### src/rtl/irq_controller_if.sv
// Bundles the request/mask/enable and trap-handshake signals between the
// peripherals/core side (master) and the interrupt controller (slave).
interface irq_controller_if #(
  parameter int CNT_W = 16
);
  logic [31:0]      int_req;
  logic [31:0]      int_mask;
  logic             mie_global;
  logic             irq_ack;
  logic             mret;
  logic             irq;
  logic [31:0]      irq_cause;
  logic [31:0]      int_fin;
  logic [CNT_W-1:0] irq_count;

  modport master (
    output int_req, int_mask, mie_global, irq_ack, mret,
    input  irq, irq_cause, int_fin, irq_count
  );

  modport slave (
    input  int_req, int_mask, mie_global, irq_ack, mret,
    output irq, irq_cause, int_fin, irq_count
  );
endinterface

### src/rtl/irq_controller.sv
// Fixed-priority interrupt arbiter: selects the lowest pending source, raises irq
// with its mcause, waits for ack and mret, then pulses a one-hot completion.
module irq_controller #(
  parameter logic [31:0] CAUSE_BASE = 32'h8000_0010,
  parameter int          CNT_W      = 16
) (
  input  logic            clk,
  input  logic            rst,
  irq_controller_if.slave bus
);

  typedef enum logic [1:0] {IDLE, PENDING, SERVICE, FINISH} state_t;

  state_t           state_reg, state_next;
  logic [31:0]      sel_reg, sel_next;
  logic [31:0]      cause_reg, cause_next;
  logic [31:0]      fin_reg, fin_next;
  logic             irq_reg, irq_next;
  logic [CNT_W-1:0] count_reg, count_next;

  logic [31:0] pending;
  logic [31:0] win_onehot;
  logic [4:0]  win_idx;

  assign pending    = bus.int_req & bus.int_mask;
  // Two's-complement trick isolates the lowest set bit, i.e. the winner.
  assign win_onehot = pending & (~pending + 32'd1);

  genvar gi, gk;
  generate
    for (gi = 0; gi < 5; gi++) begin : g_idx
      logic [31:0] col;
      for (gk = 0; gk < 32; gk++) begin : g_bit
        if (((gk >> gi) & 1) != 0) begin : g_on
          assign col[gk] = win_onehot[gk];
        end else begin : g_off
          assign col[gk] = 1'b0;
        end
      end
      assign win_idx[gi] = |col;
    end
  endgenerate

  always_comb begin
    state_next = state_reg;
    sel_next   = sel_reg;
    cause_next = cause_reg;
    fin_next   = '0;
    irq_next   = 1'b0;
    count_next = count_reg;
    case (state_reg)
      IDLE: begin
        if (bus.mie_global && (pending != 32'd0)) begin
          state_next = PENDING;
          sel_next   = win_onehot;
          cause_next = CAUSE_BASE + {27'd0, win_idx};
          irq_next   = 1'b1;
        end
      end
      PENDING: begin
        // Ack wins over a simultaneous withdrawal; mask changes never cancel.
        if (bus.irq_ack) begin
          state_next = SERVICE;
        end else if ((bus.int_req & sel_reg) == 32'd0) begin
          state_next = IDLE;
          sel_next   = '0;
          cause_next = '0;
        end else begin
          irq_next = bus.mie_global;
        end
      end
      SERVICE: begin
        if (bus.mret) begin
          state_next = FINISH;
          fin_next   = sel_reg;
          count_next = (&count_reg) ? count_reg : count_reg + 1'b1;
        end
      end
      FINISH: begin
        state_next = IDLE;
        sel_next   = '0;
        cause_next = '0;
      end
      default: begin
        state_next = IDLE;
        sel_next   = '0;
        cause_next = '0;
      end
    endcase
  end

  always_ff @(posedge clk or posedge rst) begin
    if (rst) begin
      state_reg <= IDLE;
      sel_reg   <= '0;
      cause_reg <= '0;
      fin_reg   <= '0;
      irq_reg   <= 1'b0;
      count_reg <= '0;
    end else begin
      state_reg <= state_next;
      sel_reg   <= sel_next;
      cause_reg <= cause_next;
      fin_reg   <= fin_next;
      irq_reg   <= irq_next;
      count_reg <= count_next;
    end
  end

  assign bus.irq       = irq_reg;
  assign bus.irq_cause = cause_reg;
  assign bus.int_fin   = fin_reg;
  assign bus.irq_count = count_reg;

endmodule

### src/flat_wrapper.sv
// flat-port wrapper written by rule: the top's interface ports become plain ports
module irq_controller_flat 
#(
  parameter logic [31:0] CAUSE_BASE = 32'h8000_0010,
  parameter int          CNT_W      = 16
)
  (clk, rst, bus_int_req, bus_int_mask, bus_mie_global, bus_irq_ack, bus_mret, bus_irq, bus_irq_cause, bus_int_fin, bus_irq_count);
  irq_controller_if #(.CNT_W(CNT_W)) bus_i ();
  input  logic clk;
  input  logic rst;
  input wire logic [$bits(bus_i.int_req)-1:0] bus_int_req;
  input wire logic [$bits(bus_i.int_mask)-1:0] bus_int_mask;
  input wire logic [$bits(bus_i.mie_global)-1:0] bus_mie_global;
  input wire logic [$bits(bus_i.irq_ack)-1:0] bus_irq_ack;
  input wire logic [$bits(bus_i.mret)-1:0] bus_mret;
  output wire logic [$bits(bus_i.irq)-1:0] bus_irq;
  output wire logic [$bits(bus_i.irq_cause)-1:0] bus_irq_cause;
  output wire logic [$bits(bus_i.int_fin)-1:0] bus_int_fin;
  output wire logic [$bits(bus_i.irq_count)-1:0] bus_irq_count;
  assign bus_i.int_req = bus_int_req;
  assign bus_i.int_mask = bus_int_mask;
  assign bus_i.mie_global = bus_mie_global;
  assign bus_i.irq_ack = bus_irq_ack;
  assign bus_i.mret = bus_mret;
  assign bus_irq = bus_i.irq;
  assign bus_irq_cause = bus_i.irq_cause;
  assign bus_int_fin = bus_i.int_fin;
  assign bus_irq_count = bus_i.irq_count;
  irq_controller #(.CAUSE_BASE(CAUSE_BASE), .CNT_W(CNT_W)) u_core (.clk(clk), .rst(rst), .bus(bus_i));
endmodule
### config.mk
export PLATFORM = sky130hd
export DESIGN_NAME = irq_controller_flat
export DESIGN_NICKNAME = d
export VERILOG_FILES = /design/src/rtl/irq_controller_if.sv /design/src/rtl/irq_controller.sv /design/src/flat_wrapper.sv
export SDC_FILE = /design/constraint.sdc
export NUM_CORES = 1
export LEC_CHECK = 0
export ABC_CLOCK_PERIOD_IN_PS = 7300
export CORE_MARGIN = 1
export CORE_UTILIZATION = 50
export CTS_CLUSTER_DIAMETER = 60
export DETAILED_ROUTE_END_ITERATION = 10
export PLACE_DENSITY = 0.87
export SETUP_SLACK_MARGIN = 0.15
export SYNTH_ARGS = -nofsm -noshare
export SYNTH_HDL_FRONTEND = slang
export SYNTH_SLANG_ARGS = --single-unit
export TNS_END_PERCENT = 30
### constraint.sdc
create_clock -name clk -period 7.3 [get_ports clk]
set_input_delay 1.46 -clock clk [delete_from_list [all_inputs] [get_ports clk]]
set_output_delay 1.46 -clock clk [all_outputs]
set_load 0.01 [all_outputs]
==> impl_metrics.ini, run 1 <==
[status]
status = completed

[critical_path]
startpoint_type = primary input
critPathSlowestCell = o211ai_4
critical_path.startpoint = bus_int_req[1]
path_delay_family = compound AO/OA/AOI/OAI gates
path_cells = clkdlybuf4s50_1 -> a222oi_1 -> nand4_2 -> nor4_2 -> buf_4 -> a21oi_1 -> o211ai_4 -> buf_4 -> nand2_1 -> o31ai_1
ff2ff_setup_slack_ns = 4.01
r2r_cells = 7
endpoint_kind = flip-flop
worst-path-buf-inv = 3
critical_path.max_stage_delay_ns = 0.69
crit_required_ns = 7.57
cpMostUsedCell = buf_4
crit_path_end = u_core.sel_reg[5]$_DFFE_PP0P_
critPathArrivalTime_ns = 4.94
path_depth = 10
r2r_end = u_core.bus.irq_count[13]$_DFFE_PP0P_
crit_fanout = 38
crit_type = primary input to flip-flop
reg2reg_from = u_core.state_reg[0]$_DFFE_PP0P_

[die]
die_area_um2 = 9290
fp.dieW_um = 96.4
initial_core_util = 0.513
fp.coreArea_um2 = 8680
die_h_um = 96.4
rows = 34
ios = 150

[synth]
synth-seq-cells = 90
synth_area_leaders = dfrtp_1, nand2_1, and3_1
yosysWarningCount = 0
synth_largest_area_cell = dfrtp_1
synth_edf_count = 0
async_flop_share = 1.00
synth_ff_type = dfrtp_1
seq_area_frac_synth = 0.506
avgSynthCellArea_um2 = 9.74
synthCells = 457
syn-cell-area_um2 = 4450
synthDistinctLibCells = 51
synth_top_area_frac = 0.506

[clock_network]
clk_transition_reported_paths_ns = 0.11
ctsLongestPathBuffers = 2
cts-resized-gates = 0
clk_latency_ns = 0.37
cts-hold-fix-buffers = 0
clkSinkCount = 90
cts_root_buf = clkbuf_8
cts_tree = built
numCtsBuffers = 9
postCtsSetupBuffers = 0
htreeDepth = 3

[timing]
slew-limit-headroom = 0.389
period_share = 0.639
finClkSkew_ns = 0.0130
finalCriticalPeriod_ns = 4.67
setup_tns_ns = 0
slew_viol_final = 0
max_slew.worst_pin.slew_ns = 0.917
timing.fmax_mhz = 214
finalHoldViolations = 0
rsz0062_at_grt = false
hold_ws_ns = 0.492
finalSetupViolCount = 0

[final_layout]
final_util = 0.679
diodes = 0
final_cell_mix = clkdlybuf4s50_1, dfrtp_1, nand2_1
layout-drive-gt1-share = 0.0498
final_common_cell = clkdlybuf4s50_1
nets = 647
area_growth_pct = 32.3

[global_routing]
gr-total-overflow = 0
grt_pass1_wl_um = 19800
antenna_found_initial = 0
grt_usage = 0.292
grt_pass1_vias = 3891
grt_max_degree = 51

[power_and_ir_drop]
p_leak_nw = 2.68
power.density_nw_per_um2 = 226
ir_worst_vdd_v = 0.000128

[drt]
ant_nets = 0
avgRoutedWirePerCell_um = 18.7
drtPass1Iterations = 7
via_count = 4116
wl_um = 12900
drc = 0
drtIter0Drc = 367
viasPerCell = 5.97

[place]
post-dp-hpwl_um = 9880
place_congestion = 0.957
portBuffers = 124

[hold_path]
hold_path.class = flip-flop to flip-flop

[flow_run]
drv_cap = 0
worst reg2reg max path, delay by kind of cell, from the launching register on:
kind	cells	cell delay (ns)
simple gates	4	1.48
flops	1	0.73
compound gates	1	0.50
buf+inv	1	0.35
xor+xnor	1	0.17
routing by layer:
metal / wire length, um / GRT usage / up-vias / part of all wire
met3: 945 / 0.0450 / 31 / 0.073
li1: - / - / 1888 / -
met4: 357 / 0.137 / 0 / 0.028
met2: 6280 / 0.479 / 219 / 0.49
met1: 5300 / 0.380 / 1978 / 0.41
met5: 0 / 0 / - / 0
stage by stage:
step / cell area (um2) / total power, mW / setup slack [ns] / cells
2_1_floorplan: 4540 / 0.841 / 3.50 / 481
3_3_place_gp: 5690 / 0.983 / 2.38 / 674
3_5_place_dp: 5690 / 0.992 / 2.33 / 674
4_1_cts: 5890 / 1.33 / 2.73 / 690
5_1_grt: 5890 / 1.40 / 2.37 / 690
6_report: 5890 / 1.33 / 2.63 / 690
Yosys cell counts, types with 2 or more instances:
master and count:
a21boi_0 3, a21o_1 2, a21oi_1 11, a221oi_1 2, a222oi_1 4, a22o_1 5, a22oi_1 19, and2_1 5
and3_1 34, buf_2 7, buf_4 26, clkbuf_1 11, dfrtp_1 90, inv_1 4, nand2_1 80, nand3_1 25
nand4_1 17, nor2_1 17, nor2b_1 2, nor3_1 6, nor3b_1 3, o211ai_1 2, o21ai_0 8, o21ai_1 4
o31ai_1 16, o41ai_1 14, or3_1 4, xnor2_1 4, xor2_1 10
area by class of cell:
cell class / count / area [um2]
fill: 718 / 2790
sequential: 90 / 2250
multi-input combinational: 343 / 2010
timing repair buffer: 129 / 1280
tap: 108 / 135
clock buffer: 9 / 124
clock inverter: 7 / 72.6
inverter: 4 / 16.3
cells by family (layout without fill, tap and decap cells):
group	after synthesis	in the layout	share of synthesized area
and+or+nand+nor	203	203	0.230
AOI/OAI and AO/OA	98	98	0.164
DFF	90	90	0.506
buffers and inverters	48	149	0.0644
xor gates and xnor gates	14	14	0.0275
muxes	2	2	0.00478
adders and majority gates	1	1	0.00281
other	1	25	0.000842
worst min-delay path by stage:
| stage | cells past startpoint | endpoint | slack, ns | start |
|---|---|---|---|---|
| floorplan | 2 | u_core.sel_reg[19]$_DFFE_PP0P_ | 0.46 | u_core.sel_reg[19]$_DFFE_PP0P_ |
| global placement | 1 | u_core.bus.irq_count[13]$_DFFE_PP0P_ | 0.48 | u_core.bus.irq_count[13]$_DFFE_PP0P_ |
| detailed placement | 2 | u_core.bus.irq_cause[31]$_DFFE_PP0P_ | 0.46 | u_core.bus.irq_cause[31]$_DFFE_PP0P_ |
| CTS | 2 | u_core.bus.irq_cause[31]$_DFFE_PP0P_ | 0.50 | u_core.bus.irq_cause[31]$_DFFE_PP0P_ |
| global route | 2 | u_core.bus.irq_cause[31]$_DFFE_PP0P_ | 0.52 | u_core.bus.irq_cause[31]$_DFFE_PP0P_ |
| finish | 1 | u_core.bus.irq_count[13]$_DFFE_PP0P_ | 0.49 | u_core.bus.irq_count[13]$_DFFE_PP0P_ |
report_power, final:
part | switching, mW | total [mW] | leakage [nW] | internal (mW)
Clock | 0.202 | 0.336 | 0.0966 | 0.134
Sequential | 0.0694 | 0.614 | 1.24 | 0.544
Combinational | 0.228 | 0.380 | 1.34 | 0.152
Total | 0.500 | 1.33 | 2.68 | 0.830
No activity file was read; power rests on OpenSTA's default activity.
==> run 2, diff against run 1 <==
ABC_CLOCK_PERIOD_IN_PS = 4000   (was 7300)
CORE_UTILIZATION = 42   (was 50)
PLACE_DENSITY = 0.78   (was 0.87)
clock period = 4 ns   (was 7.3 ns; I/O delays follow)
==> run 2 against run 1 <==
Effect of this change:
- sequential power grew 76%
- register-to-register slack lost 2.4 ns
- worst hold slack gained 0.00088 ns
- combinational power grew 100%
- power grew 88%
- flip-flop and latch count is the same
==> impl_metrics.ini, run 2 (same netlist as run 1, synthesis figures left out) <==
[critical_path]
path_cells = clkdlybuf4s50_1 -> a222oi_1 -> buf_4 -> nand4_2 -> nor4_2 -> a21oi_1 -> o211ai_4 -> buf_4 -> nand2_1 -> o31ai_1
r2r_cells = 7
crit_required_ns = 4.26
crit_fanout = 26
path_delay_family = buffers and inverters
critPathSlowestCell = clkdlybuf4s50_1
worst-path-buf-inv = 3
endpoint_kind = flip-flop
crit_type = primary input to flip-flop
path_depth = 10
cpMostUsedCell = buf_4
critical_path.max_stage_delay_ns = 0.52
startpoint_type = primary input
critPathArrivalTime_ns = 3.64

[place]
portBuffers = 124
dp_cells = 707
place_congestion = 0.938
place_ws_ns = 0.345
post-dp-hpwl_um = 10100
post_dp_cell_area_um2 = 5790

[status]
status = completed

[timing]
setup_tns_ns = 0
slew-limit-headroom = 0.630
timing.fmax_mhz = 296
finalSetupViolCount = 0
max_slew.worst_pin.slew_ns = 0.555
finalHoldViolations = 0
finClkSkew_ns = 0.0172
rsz0062_at_grt = false
setup_ws_ns = 0.622
slew_viol_final = 0
finalCriticalPeriod_ns = 3.38
period_share = 0.844
hold_ws_ns = 0.493

[global_routing]
grt_max_degree = 88
grt_pass1_vias = 3878
grt_usage = 0.247
antenna_found_initial = 0
gr-total-overflow = 0
grt_pass1_wl_um = 20600

[drt]
drtIter0Drc = 306
viasPerCell = 5.60
wl_um = 13100
drtPass1Iterations = 8
ant_nets = 0
drc = 0
via_count = 4050
avgRoutedWirePerCell_um = 18.2

[final_layout]
area_growth_pct = 34.7
nets = 652
final_area_um2 = 6000
final_cell_count_no_fill = 723
diodes = 0
final_common_cell = clkdlybuf4s50_1
final_cell_mix = clkdlybuf4s50_1, dfrtp_1, nand2_1
layout-drive-gt1-share = 0.0545
final_util = 0.584

[clock_network]
clk_latency_ns = 0.36
postCtsSetupBuffers = 0
numCtsBuffers = 9
ctsLongestPathBuffers = 2
cts-resized-gates = 0
clk_transition_reported_paths_ns = 0.09
cts-hold-fix-buffers = 0
htreeDepth = 3
cts_root_buf = clkbuf_8
cts_tree = built
clkSinkCount = 90

[flow_run]
drv_cap = 0

[die]
fp.coreArea_um2 = 10300
initial_core_util = 0.433
die_area_um2 = 11000
fp.dieW_um = 105
ios = 150
die_h_um = 105
rows = 37

[power_and_ir_drop]
power.density_nw_per_um2 = 418
ir_worst_vdd_v = 0.000249
p_leak_nw = 2.72
total_power_mw = 2.50

[hold_path]
hold_path.class = flip-flop to flip-flop
hold_depth = 1
## run 2: cell count changes in the layout (fill, tap and decap cells not counted), sizes merged
cell and delta:
clkbuf +4, buf +5, clkinv -3, bufinv +1
inv -2
## run 2: layer usage
metal | GRT usage | vias to the layer above | share of wire
met5 | 0 | - | 0
met4 | 0.0966 | 0 | 0.026
met3 | 0.0543 | 33 | 0.079
met2 | 0.406 | 227 | 0.48
met1 | 0.318 | 1904 | 0.41
li1 | - | 1886 | -
## run 2: path summary, 6_finish.rpt
path,slack [ns],end,startpoint
max in group asynchronous,2.76,u_core.sel_reg[30]$_DFFE_PP0P_,rst
min,0.49,u_core.bus.irq_count[13]$_DFFE_PP0P_,u_core.bus.irq_count[13]$_DFFE_PP0P_
max reg2reg,1.57,u_core.sel_reg[18]$_DFFE_PP0P_,u_core.sel_reg[5]$_DFFE_PP0P_
max,0.62,u_core.sel_reg[10]$_DFFE_PP0P_,bus_int_req[1]
min reg2reg,0.49,u_core.bus.irq_count[13]$_DFFE_PP0P_,u_core.bus.irq_count[13]$_DFFE_PP0P_
min in group asynchronous,0.62,u_core.bus.int_fin[9]$_DFF_PP0_,rst
## run 2: final cells by class
class	instances	area, um2
inverters	4	16.3
multi-input cells	343	2010
flip-flops and latches	90	2250
well taps	136	170
fillers	932	4280
clock buffers	13	159
clock inverters	3	46.3
repair buffers	134	1340
## run 2: worst reg2reg max path: stages (launching register included)
cell      delay (ns)
dfrtp_1         0.43
a22o_1          0.22
a221oi_1        0.22
nand3_1         0.14
o41ai_2         0.52
o211ai_4        0.16
buf_12          0.21
o41ai_1         0.42
## run 2: report_power, final
part | internal (mW) | switching [mW] | total, mW
logic | 0.313 | 0.466 | 0.779
registers | 0.994 | 0.0868 | 1.08
clock network | 0.326 | 0.318 | 0.644
total | 1.63 | 0.871 | 2.50
==> run 3, diff against run 2 <==
ABC_CLOCK_PERIOD_IN_PS = 3400   (was 4000)
CORE_UTILIZATION = 46   (was 42)
PLACE_DENSITY = 0.81   (was 0.78)
clock period = 3.4 ns   (was 4 ns; I/O delays follow)
==> run 3 against run 2 <==
Effect of this change:
- routed wire length up 1.1%
- highest routed layer unchanged
- critical path depth unchanged
- flip-flop and latch count unchanged
- setup slack worse by 0.25 ns
==> impl_metrics.ini, run 3 (same netlist as run 1, synthesis figures left out) <==
[hold_path]
hold_path.class = flip-flop to flip-flop
min_to = u_core.bus.irq_count[13]$_DFFE_PP0P_
hold_depth = 1
hp-start = u_core.bus.irq_count[13]$_DFFE_PP0P_

[final_layout]
final_common_cell = clkdlybuf4s50_1
final_util = 0.641
layout-drive-gt1-share = 0.0610
area_growth_pct = 34.3
diodes = 0
final_cell_mix = clkdlybuf4s50_1, dfrtp_1, nand2_1
nets = 656
fill_cells = 774

[critical_path]
r2r_end = u_core.sel_reg[19]$_DFFE_PP0P_
crit_required_ns = 3.65
ff2ff_setup_slack_ns = 0.90
cpMostUsedCell = buf_4
crit_fanout = 27
endpoint_kind = flip-flop
critPathSlowestCell = clkdlybuf4s50_1
critical_path.max_stage_delay_ns = 0.48
reg2reg_from = u_core.sel_reg[5]$_DFFE_PP0P_
startpoint_type = primary input
crit_type = primary input to flip-flop
path_cells = clkdlybuf4s50_1 -> a222oi_1 -> buf_4 -> nand4_2 -> nor4_2 -> a21oi_1 -> o211ai_4 -> buf_4 -> nand2_1 -> o41ai_1
critPathArrivalTime_ns = 3.28
r2r_cells = 7

[die]
ios = 150
initial_core_util = 0.477
die_area_um2 = 10100
die_h_um = 100
rows = 35
fp.coreArea_um2 = 9330
fp.dieW_um = 100

[drt]
dr_wl_met2_um = 6230
met3WireLength_um = 961
avgRoutedWirePerCell_um = 18.5
wl_um = 13300
via_count = 4189
viasPerCell = 5.83
ant_nets = 0
drc = 0
drtIter0Drc = 265
top_layer_used = met4
drtPass1Iterations = 6
met1Wirelength_um = 5320

[place]
place_ws_ns = 0.0371
portBuffers = 124
post-dp-hpwl_um = 10300
place_congestion = 1.03

[global_routing]
gr-total-overflow = 0
antenna_found_initial = 0
grt_usage = 0.276
grt_pass1_wl_um = 20700
grt_max_degree = 91
grt_pass1_vias = 4097

[clock_network]
cts_tree = built
cts-resized-gates = 0
cts_root_buf = clkbuf_8
postCtsSetupBuffers = 0
clk_transition_reported_paths_ns = 0.09
clkSinkCount = 90
clk_latency_ns = 0.35
numCtsBuffers = 9
cts-hold-fix-buffers = 0
ctsLongestPathBuffers = 2
htreeDepth = 3

[timing]
finalCriticalPeriod_ns = 3.03
finalHoldViolations = 0
slew-limit-headroom = 0.584
setup_ws_ns = 0.368
slew_viol_final = 0
max_slew.worst_pin.slew_ns = 0.624
timing.fmax_mhz = 330
setup_tns_ns = 0
period_share = 0.892
finalSetupViolCount = 0
finClkSkew_ns = 0.0102
rsz0062_at_grt = false

[power_and_ir_drop]
switching_power_mw = 1.03
clkPwrFrac = 0.227
power.density_nw_per_um2 = 476
intPower_mw = 1.81
ir_worst_vdd_v = 0.000344
power_frac_seq = 0.448
switching_share = 0.363
p_leak_nw = 2.71
combPwrFrac = 0.325

[flow_run]
drv_cap = 0

[status]
status = completed
run 3: cell count changes in the layout (fill, tap and decap cells not counted):
cell        change
buf_4           +4
clkinvlp_4      +2
bufinv_16       -1
clkbuf_1        -1
clkbuf_8        -2
clkinv_4        +1
run 3: layer usage:
layer / track usage / vias to the layer above
met3: 0.0369 / 64
li1: - / 1897
met1: 0.347 / 1978
met5: 0 / -
met2: 0.456 / 250
met4: 0.162 / 0
run 3: layout make-up:
cell class                      count  area (um2)  share of cell area
Multi-Input combinational cell    343        2010               0.336
Tap cell                          129         161              0.0270
Clock inverter                      5        40.0             0.00669
Clock buffer                       10         128              0.0213
Sequential cell                    90        2250               0.377
Inverter                            4        16.3             0.00272
Timing Repair Buffer              138        1370               0.229
run 3: worst max-delay path, delay by kind of cell:
| family | cells | cell delay (ns) |
|---|---|---|
| AOI/OAI and AO/OA | 4 | 0.87 |
| buffers and inverters | 3 | 0.99 |
| and+or+nand+nor | 3 | 0.73 |
run 3: worst max path at each step:
| stage | to | startpoint | slack, ns | cells past startpoint |
|---|---|---|---|---|
| after floorplan | async pin | rst | 0.38 | 1 |
| after global placement | u_core.sel_reg[14]$_DFFE_PP0P_ | bus_int_mask[0] | 0.23 | 10 |
| after detailed placement | u_core.sel_reg[19]$_DFFE_PP0P_ | bus_int_req[0] | 0.04 | 10 |
| after CTS | u_core.sel_reg[23]$_DFFE_PP0P_ | bus_int_req[0] | 0.42 | 10 |
| after global routing | u_core.sel_reg[19]$_DFFE_PP0P_ | bus_int_mask[0] | 0.22 | 10 |
| final | u_core.sel_reg[17]$_DFFE_PP0P_ | bus_int_req[0] | 0.37 | 10 |
run 3: power by group through the flow:
stage / registers [mW] / logic (mW) / clock network (mW)
final: 1.28 / 0.924 / 0.647
after global routing: 1.29 / 1.01 / 0.693
after CTS: 1.27 / 0.917 / 0.655
after detailed placement: 1.29 / 0.914 / 0
after global placement: 1.29 / 0.896 / 0
after floorplan: 1.29 / 0.518 / 0
run 3: stage by stage:
step / hold WS, ns / cells / power, mW / instance area (um2)
2_1_floorplan: 0.457 / 481 / 1.81 / 4540
3_3_place_gp: 0.476 / 704 / 2.19 / 5810
3_5_place_dp: 0.469 / 704 / 2.20 / 5810
4_1_cts: 0.496 / 719 / 2.84 / 5980
5_1_grt: 0.527 / 719 / 2.99 / 5980
6_report: 0.490 / 719 / 2.85 / 5980
